**src/rtl/uart_pkg.sv**
```systemverilog
// Shared types and constants for the UART loopback self-test.
package uart_pkg;

  typedef enum logic [2:0] {
    IDLE,
    SEND,
    WAIT_BUSY,
    WAIT_RX,
    WAIT_IDLE,
    FINISH
  } bist_state_t;

  // Feedback taps of the pattern LFSR: bits 7, 5, 4 and 3.
  localparam logic [7:0] LFSR_TAPS = 8'hB8;

  // An all-zero LFSR state would lock up, so a zero seed becomes this value.
  localparam logic [7:0] LFSR_ZERO_SUB = 8'h01;

  localparam int TIMEOUT_CYCLES_DEF = 200000;

  // Shift left, feeding the XOR of the tapped bits into bit 0.
  function automatic logic [7:0] lfsr_next(input logic [7:0] cur);
    return {cur[6:0], ^(cur & LFSR_TAPS)};
  endfunction

endpackage

```
**src/rtl/uart_loopback_bist_if.sv**
```systemverilog
// Handshake between the self-test sequencer and the UART loopback top.
interface uart_loopback_bist_if;
  logic       tx_start;
  logic [7:0] tx_data;
  logic       tx_busy;
  logic [7:0] rx_data;
  logic       rx_done;

  // The sequencer drives the transmit request and watches the UART status.
  modport master (output tx_start, tx_data, input tx_busy, rx_data, rx_done);
  // The UART side answers the request.
  modport slave  (input tx_start, tx_data, output tx_busy, rx_data, rx_done);
endinterface

```
**src/rtl/uart_pattern_gen.sv**
```systemverilog
// Expected-byte generator: incrementing or LFSR sequence from a seed.
module uart_pattern_gen
  import uart_pkg::*;
(
  input  logic       clk,
  input  logic       rst,
  input  logic       load,
  input  logic       advance,
  input  logic       mode,
  input  logic [7:0] seed,
  output logic [7:0] expected
);

  logic mode_reg;

  // Latch mode and first byte on load; step the sequence on advance.
  always_ff @(posedge clk or posedge rst) begin
    if (rst) begin
      mode_reg <= 1'b0;
      expected <= 8'h00;
    end else if (load) begin
      mode_reg <= mode;
      expected <= (mode && seed == 8'h00) ? LFSR_ZERO_SUB : seed;
    end else if (advance) begin
      expected <= mode_reg ? lfsr_next(expected) : expected + 8'd1;
    end
  end

endmodule

```
**src/rtl/uart_loopback_bist.sv**
```systemverilog
// Loopback self-test sequencer: sends pattern bytes, checks echoes,
// counts mismatches and timeouts, reports pass/fail.
module uart_loopback_bist
  import uart_pkg::*;
#(
  parameter int CNT_W          = 8,
  parameter int ERR_W          = 16,
  parameter int TIMEOUT_CYCLES = TIMEOUT_CYCLES_DEF
) (
  input  logic                    clk,
  input  logic                    rst,
  input  logic                    start,
  input  logic                    mode,
  input  logic [7:0]              seed,
  input  logic [CNT_W-1:0]        num_bytes,
  uart_loopback_bist_if.master    uart,
  output logic                    busy,
  output logic                    done,
  output logic                    pass,
  output logic                    timeout,
  output logic [ERR_W-1:0]        err_count,
  output logic [CNT_W-1:0]        sent_count
);

  localparam int               TMR_W    = $clog2(TIMEOUT_CYCLES + 1);
  localparam logic [TMR_W-1:0] TMR_LAST = TMR_W'(TIMEOUT_CYCLES - 1);

  bist_state_t      state_reg, state_next;
  logic [TMR_W-1:0] timer_reg;
  logic [CNT_W-1:0] num_reg;
  logic [7:0]       expected;

  logic tmr_expired;
  logic load_pat, adv_pat, err_inc, to_set, sent_inc, run_start, run_end;

  assign tmr_expired   = (timer_reg >= TMR_LAST);
  // Decoded straight from the state so reset drops the pulse immediately.
  assign uart.tx_start = (state_reg == SEND);
  assign uart.tx_data  = expected;

  uart_pattern_gen u_pattern (
    .clk      (clk),
    .rst      (rst),
    .load     (load_pat),
    .advance  (adv_pat),
    .mode     (mode),
    .seed     (seed),
    .expected (expected)
  );

  // Next-state and per-cycle event decode.
  always_comb begin
    state_next = state_reg;
    load_pat   = 1'b0;
    adv_pat    = 1'b0;
    err_inc    = 1'b0;
    to_set     = 1'b0;
    sent_inc   = 1'b0;
    run_start  = 1'b0;
    run_end    = 1'b0;
    case (state_reg)
      IDLE: begin
        if (start) begin
          run_start  = 1'b1;
          load_pat   = 1'b1;
          state_next = (num_bytes == '0) ? FINISH : SEND;
        end
      end
      SEND: state_next = WAIT_BUSY;
      WAIT_BUSY: begin
        if (uart.tx_busy) begin
          state_next = WAIT_RX;
        end else if (tmr_expired) begin
          to_set     = 1'b1;
          err_inc    = 1'b1;
          state_next = WAIT_IDLE;
        end
      end
      WAIT_RX: begin
        // A byte arriving on the expiry cycle still counts as received.
        if (uart.rx_done) begin
          err_inc    = (uart.rx_data != expected);
          state_next = WAIT_IDLE;
        end else if (tmr_expired) begin
          to_set     = 1'b1;
          err_inc    = 1'b1;
          state_next = WAIT_IDLE;
        end
      end
      WAIT_IDLE: begin
        // rx_done lands inside the stop bit, so wait for the transmitter.
        if (!uart.tx_busy || tmr_expired) begin
          to_set     = uart.tx_busy;
          sent_inc   = 1'b1;
          adv_pat    = 1'b1;
          state_next = (sent_count + CNT_W'(1) == num_reg) ? FINISH : SEND;
        end
      end
      FINISH: begin
        run_end    = 1'b1;
        state_next = IDLE;
      end
      default: state_next = IDLE;
    endcase
  end

  // State, per-byte timer and result registers.
  always_ff @(posedge clk or posedge rst) begin
    if (rst) begin
      state_reg  <= IDLE;
      timer_reg  <= '0;
      num_reg    <= '0;
      busy       <= 1'b0;
      done       <= 1'b0;
      pass       <= 1'b0;
      timeout    <= 1'b0;
      err_count  <= '0;
      sent_count <= '0;
    end else begin
      state_reg <= state_next;
      // Timer restarts on every state change except into WAIT_RX, so it spans
      // tx_start to rx_done across WAIT_BUSY and WAIT_RX.
      if (state_next != state_reg && state_next != WAIT_RX)
        timer_reg <= '0;
      else if (!tmr_expired)
        timer_reg <= timer_reg + TMR_W'(1);

      if (run_start) begin
        num_reg    <= num_bytes;
        busy       <= 1'b1;
        done       <= 1'b0;
        pass       <= 1'b0;
        timeout    <= 1'b0;
        err_count  <= '0;
        sent_count <= '0;
      end else begin
        if (err_inc && err_count != {ERR_W{1'b1}})
          err_count <= err_count + ERR_W'(1);
        if (to_set)
          timeout <= 1'b1;
        if (sent_inc)
          sent_count <= sent_count + CNT_W'(1);
        if (run_end) begin
          busy <= 1'b0;
          done <= 1'b1;
          pass <= (err_count == '0) && !timeout;
        end
      end
    end
  end

endmodule
```
**src/flat_wrapper.sv**
```systemverilog
// flat-port wrapper written by rule: the top's interface ports become plain ports
module uart_loopback_bist_flat import uart_pkg::*;
#(
  parameter int CNT_W          = 8,
  parameter int ERR_W          = 16,
  parameter int TIMEOUT_CYCLES = TIMEOUT_CYCLES_DEF
)
  (clk, rst, start, mode, seed, num_bytes, busy, done, pass, timeout, err_count, sent_count, uart_tx_start, uart_tx_data, uart_tx_busy, uart_rx_data, uart_rx_done);
  uart_loopback_bist_if uart_i ();
  input  logic clk;
  input  logic rst;
  input  logic start;
  input  logic mode;
  input  logic [7:0] seed;
  input  logic [CNT_W-1:0] num_bytes;
  output logic busy;
  output logic done;
  output logic pass;
  output logic timeout;
  output logic [ERR_W-1:0] err_count;
  output logic [CNT_W-1:0] sent_count;
  output wire logic [$bits(uart_i.tx_start)-1:0] uart_tx_start;
  output wire logic [$bits(uart_i.tx_data)-1:0] uart_tx_data;
  input wire logic [$bits(uart_i.tx_busy)-1:0] uart_tx_busy;
  input wire logic [$bits(uart_i.rx_data)-1:0] uart_rx_data;
  input wire logic [$bits(uart_i.rx_done)-1:0] uart_rx_done;
  assign uart_tx_start = uart_i.tx_start;
  assign uart_tx_data = uart_i.tx_data;
  assign uart_i.tx_busy = uart_tx_busy;
  assign uart_i.rx_data = uart_rx_data;
  assign uart_i.rx_done = uart_rx_done;
  uart_loopback_bist #(.CNT_W(CNT_W), .ERR_W(ERR_W), .TIMEOUT_CYCLES(TIMEOUT_CYCLES)) u_core (.clk(clk), .rst(rst), .start(start), .mode(mode), .seed(seed), .num_bytes(num_bytes), .uart(uart_i), .busy(busy), .done(done), .pass(pass), .timeout(timeout), .err_count(err_count), .sent_count(sent_count));
endmodule
```
**config.mk**
```make
export PLATFORM = sky130hd
export DESIGN_NAME = uart_loopback_bist_flat
export DESIGN_NICKNAME = d
export VERILOG_FILES = /design/src/rtl/uart_pkg.sv /design/src/rtl/uart_loopback_bist_if.sv /design/src/rtl/uart_pattern_gen.sv /design/src/rtl/uart_loopback_bist.sv /design/src/flat_wrapper.sv
export SDC_FILE = /design/constraint.sdc
export NUM_CORES = 1
export LEC_CHECK = 0
export ABC_AREA = 1
export CORE_UTILIZATION = 55
export CTS_CLUSTER_DIAMETER = 30
export DETAILED_ROUTE_END_ITERATION = 12
export MAX_ROUTING_LAYER = met4
export PLACE_DENSITY_LB_ADDON = 0.25
export SLEW_MARGIN = 20
export SYNTH_ARGS = -nofsm -noshare
export SYNTH_HDL_FRONTEND = slang
export SYNTH_HIERARCHICAL = 1
export SYNTH_SLANG_ARGS = --single-unit
```
**constraint.sdc**
```tcl
create_clock -name clk -period 3.51 [get_ports clk]
set_input_delay 1.053 -clock clk [delete_from_list [all_inputs] [get_ports clk]]
set_output_delay 1.053 -clock clk [all_outputs]
set_load 0.02 [all_outputs]
```
Yosys cells after proc, flatten, opt, wreduce, memory -nomap -nowiden:

Cells that the tools add are included.

* output and inout port bits: 37
* flip-flop bits (word level): 66
* input port bits: 30

* multiplexer cells: 38
* equal/unequal tests: 11
* order comparisons: 1
* add/subtract/negate cells: 4
* reductions and logical operators: 16

Operator list (number)
* two-way mux 8 bit: 6
* two-way mux 18 bit: 2
* two-way mux 16 bit: 2
* two-way mux 3 bit: 7
* adder 18 x 1 -> 18 bit (second input constant): 1
* >= comparator 18 bit (second input constant): 1
* two-way mux 1 bit: 18
* adder 16 x 1 -> 16 bit (second input constant): 1
* adder 8 x 1 -> 8 bit (second input constant): 2
* logical NOT 16 bit: 1
* logical NOT 8 bit: 2
* inequality test 16 bit (second input constant): 1
* case mux 3 bit (5 select lines): 1
* == test 8 bit: 1
* inequality test 8 bit: 1
* nonzero test 2 bit: 4
* XOR reduction 8 bit: 1
* == test 3 x 2 -> 1 bit (second input constant): 2
* == test 3 bit (second input constant): 2
* logical AND 1 bit: 4
* == test 3 x 1 -> 1 bit (second input constant): 1
* logical NOT 3 bit: 1
* inequality test 3 x 2 -> 1 bit (second input constant): 1
* inequality test 3 bit: 1
* other kinds (5): 6

Depth between registers and ports, before layout:

* word-level depth: 8
* depth in mapped cells: 15
* gate-level depth less buffers: 14

Cells and area by module:

The synthesis kept the hierarchy.

Modules (own cells, without submodules)
* uart_loopback_bist: area each 3704.8 sq um, times used 1, seq. area each 1426.4 sq um, cells an instance 476
* uart_pattern_gen: area each 735.7 sq um, times used 1, seq. area each 225.2 sq um, cells an instance 107

Worst setup path after synthesis:

Ideal clock, no wire load.

* kind: reg-to-output
* start: reg u_core.state_reg[0]
* end: out uart_tx_start
* arrival time: 1.093 ns
* setup slack: 1.364 ns
* stages on the path, launching flop included: 3
* path buffers: 0
* data required time: 2.457 ns
* cells stage by stage: dfrtp_1 -> inv_1 -> nor3_1

* word-level cells in the longest chain between the ends: 1

Ends and longest elaborated chain
* from (decl): line uart_loopback_bist.sv:28 `bist_state_t state_reg, state_next;`
* from (signal assigned): line uart_loopback_bist.sv:120 `state_reg <= state_next;`
* == test 3 x 1 -> 1 bit: line uart_loopback_bist.sv:38 `assign uart.tx_start = (state_reg == SEND);`
* to (decl): line flat_wrapper.sv:22 `output wire logic [$bits(uart_i.tx_start)-1:0] uart_tx_start;`

Every way passes these cells.

Worst setup path in the final report:

Ends and elaborated chain as after synthesis.

==> key figures <==
GRT
  – Largest net degree at the start of global routing: 52
  – GRT Total Usage: 0.283
  – Antenna violations before repair: 0
  – Total gr overflow: 0
  – Global-route wire length before repair: 18400 microns
  – Vias in the first global route: 4033

Hold path
  – Hold Crit Depth: 2
  – Hold WC Path Type: register to register

Cells and area
  – Max FFs per register: 18
  – Nets: 684
  – P&R area growth vs syn: 21.3%
  – Fin area: 0.00539 sq mm
  – Fin util: 0.693
  – Highest-count cells in the layout ignoring fill and taps: nand2_1 (138), inv_1 (67), clkdlybuf4s50_1 (66), dfrtp_1 (66), nand3_1 (53)
  – Most common cell after layout, fill and taps aside: nand2_1
  – Diode count: 0
  – Post-route insts no fill: 755
  – Fraction of layout cells with a size suffix above 1: 0.118

Run status
  – Outcome: finished, final reports clean

Floorplan
  – Height of the die: 91.9 microns
  – Starting Density: 0.572
  – DIE AREA: 0.00844 sq mm
  – # IOs: 67
  – Die W: 91.9 microns
  – Core ar.: 0.00777 sq mm
  – Rows: 32

Timing
  – Final WS setup: 0.419 ns
  – Tmin final: 3.09 ns
  – Total negative slack: 0 ns
  – Max Fclk: 323 MHz
  – Worst-Margin Slew: 0.655 ns
  – Final Hold Viols: 0
  – Slew Limit Fails: 0
  – Slew headroom: 0.563
  – Clk_skew: 0.00998 ns
  – Final setup vio count: 0
  – Unrepaired setup endpoints after global routing: false
  – Fin crit share: 0.881

Setup path
  – Worst Path Arrival: 2.04 ns
  – Crit path launch type: register
  – Req. time, crit path: 2.46 ns
  – R2R setup slack: 1.12 ns
  – CP endpoint kind: primary output
  – R2r startpoint: u_core/timer_reg[0]$_DFFE_PP0P_
  – Critical Path Source: u_core/state_reg[0]$_DFF_PP0_
  – FF-to-FF path depth: 12
  – CP Class: register to primary output
  – Worst setup path endpoint: uart_tx_start
  – Worst reg2reg path endpoint: u_core/timer_reg[9]$_DFFE_PP0P_
  – Crit Path Max Fanout: 5

CTS
  – Longest Clk Path Bufs: 2
  – TritonCTS clock tree: done
  – Hold-fix buffers, CTS: 0
  – H-tree depth: 3
  – Setup Fix Bufs, Post-CTS: 0
  – Worst-skew pair later-pin latency: 0.34 ns
  – Post-CTS sizing: 0
  – CTS buffer count: 9
  – Register clock-pin slew on the reported worst setup and hold paths: 0.08 ns
  – Clk sinks: 66
  – Clock root cell: clkbuf_8

Route
  – DR WL/cell: 14.4 microns
  – Antenna viol nets, final: 0
  – Overall routed net length: 10900 microns
  – Via density: 5.53
  – DRT Pass-1 Iters: 4
  – DRC: 0
  – Via count: 4175
  – DR iter-0 viols: 265

Yosys
  – Yosys reg bits: 66
  – Sequential share of the synthesized area: 0.372
  – Syn_area_per_cell: 7.62 sq um
  – Syn Inst Count: 583
  – Post-synth EDFFs: 0
  – Syn_nets: 619
  – Post-synthesis cell area: 0.00444 sq mm
  – Synth unique cells: 43
  – Synth warnings: 6
  – Ys async rst share: 1.00
  – Synth Flop Type: dfrtp_1

Power and ir drop
  – Reg power frac: 0.339
  – Net Switching: 1.46 mW
  – Clock power share: 0.232
  – Power density over the cells: 636 mW/mm^2
  – Internal Power: 1.97 mW
  – Combinational share of power: 0.428
  – Switching Share: 0.426
  – Pleak: 2.60 nW
  – Largest vdd supply drop: 0.326 mV

Placement
  – Placed inst area: 0.00514 sq mm
  – Dpl ws: 0.690 ns
  – Number of port buffers: 66
  – Routability cong.: 0.957
  – Cells after DPL: 739
  – DP Wirelength: 7850 microns

Run
  – MaxCap Viol Count: 0
metal layers:
metal | vias up | GRT usage | share of wire | routed length (microns)
met2 | 154 | 0.459 | 0.49 | 5330
met5 | - | - | 0 | 0
met4 | 0 | 0.103 | 0.019 | 203
li1 | 2057 | - | - | -
met3 | 22 | 0.0481 | 0.056 | 605
met1 | 1942 | 0.359 | 0.44 | 4740
cell usage after synthesis, types with 2 or more instances:
master | n | area share
nand2_1 | 138 | 0.12
inv_1 | 68 | 0.057
dfrtp_1 | 66 | 0.37
nand3_1 | 53 | 0.060
nor2_1 | 32 | 0.027
xor2_1 | 29 | 0.057
a21oi_1 | 26 | 0.029
nand4_1 | 24 | 0.034
o21ai_0 | 18 | 0.020
nor3_1 | 16 | 0.018
a21oi_2 | 11 | 0.022
nand2_2 | 11 | 0.015
inv_2 | 8 | 0.0068
xnor2_1 | 8 | 0.016
buf_2 | 6 | 0.0068
ha_1 | 6 | 0.017
nor4_1 | 6 | 0.0085
o22ai_1 | 6 | 0.0085
buf_6 | 5 | 0.013
a22oi_1 | 4 | 0.0068
nand3_2 | 4 | 0.0090
nor2_2 | 4 | 0.0056
nor2_4 | 4 | 0.010
clkbuf_1 | 3 | 0.0025
nand3b_1 | 3 | 0.0051
nor3_2 | 3 | 0.0068
nand2_4 | 2 | 0.0051
nand3_4 | 2 | 0.0079
nand4_2 | 2 | 0.0056
nor3b_1 | 2 | 0.0034
how the worst min path moves through the flow:
| stage | start | end | slack (ns) |
|---|---|---|---|
| CTS | u_core/done$_DFFE_PP0P_ | u_core/done$_DFFE_PP0P_ | 0.50 |
| global placement | u_core/num_reg[7]$_DFFE_PP0P_ | u_core/num_reg[7]$_DFFE_PP0P_ | 0.48 |
| detailed placement | u_core/num_reg[7]$_DFFE_PP0P_ | u_core/num_reg[7]$_DFFE_PP0P_ | 0.48 |
| global route | u_core/num_reg[2]$_DFFE_PP0P_ | u_core/num_reg[2]$_DFFE_PP0P_ | 0.52 |
| finish | u_core/done$_DFFE_PP0P_ | u_core/done$_DFFE_PP0P_ | 0.51 |
| floorplan | u_core/num_reg[7]$_DFFE_PP0P_ | u_core/num_reg[7]$_DFFE_PP0P_ | 0.46 |
worst max-delay path, stage by stage (launching register included):
cell             delay [ns]
dfrtp_1                0.44
inv_1                  0.14
nor3_1                 0.42
clkdlybuf4s50_1        0.70
final cells by class:
| cell class | count | area (sq um) |
|---|---|---|
| multi-input combinational | 423 | 2370 |
| tap | 102 | 128 |
| clock inverter | 7 | 125 |
| clock buffer | 9 | 124 |
| sequential | 66 | 1650 |
| fill | 665 | 2380 |
| timing repair buffer | 71 | 698 |
| inverter | 77 | 289 |
kinds of logic (layout without fill, tap and decap cells):
| kind of cell | count (synthesis) | after routing | share of synthesized area |
|---|---|---|---|
| xor+xnor | 37 | 37 | 0.0730 |
| mux | 1 | 1 | 0.00225 |
| simple gates | 309 | 309 | 0.344 |
| fa+ha+maj | 6 | 6 | 0.0169 |
| buf+inv | 94 | 164 | 0.0941 |
| flops | 66 | 66 | 0.372 |
| compound gates | 70 | 70 | 0.0975 |
power groups by stage:
stage	clock network, mW	logic [mW]	registers (mW)
after global routing	0.849	1.61	1.19
after detailed placement	0	1.45	1.17
final	0.797	1.47	1.16
after floorplan	0	1.06	1.18
after CTS	0.811	1.46	1.16
after global placement	0	1.41	1.17
stage by stage:
| stage | hold WS [ns] | total power [mW] |
|---|---|---|
| CTS | 0.504 | 3.43 |
| global placement | 0.485 | 2.58 |
| detailed placement | 0.484 | 2.62 |
| floorplan | 0.462 | 2.25 |
| global route | 0.521 | 3.65 |
| finish | 0.506 | 3.43 |
Note: power is estimated with default switching activity, not from simulation.
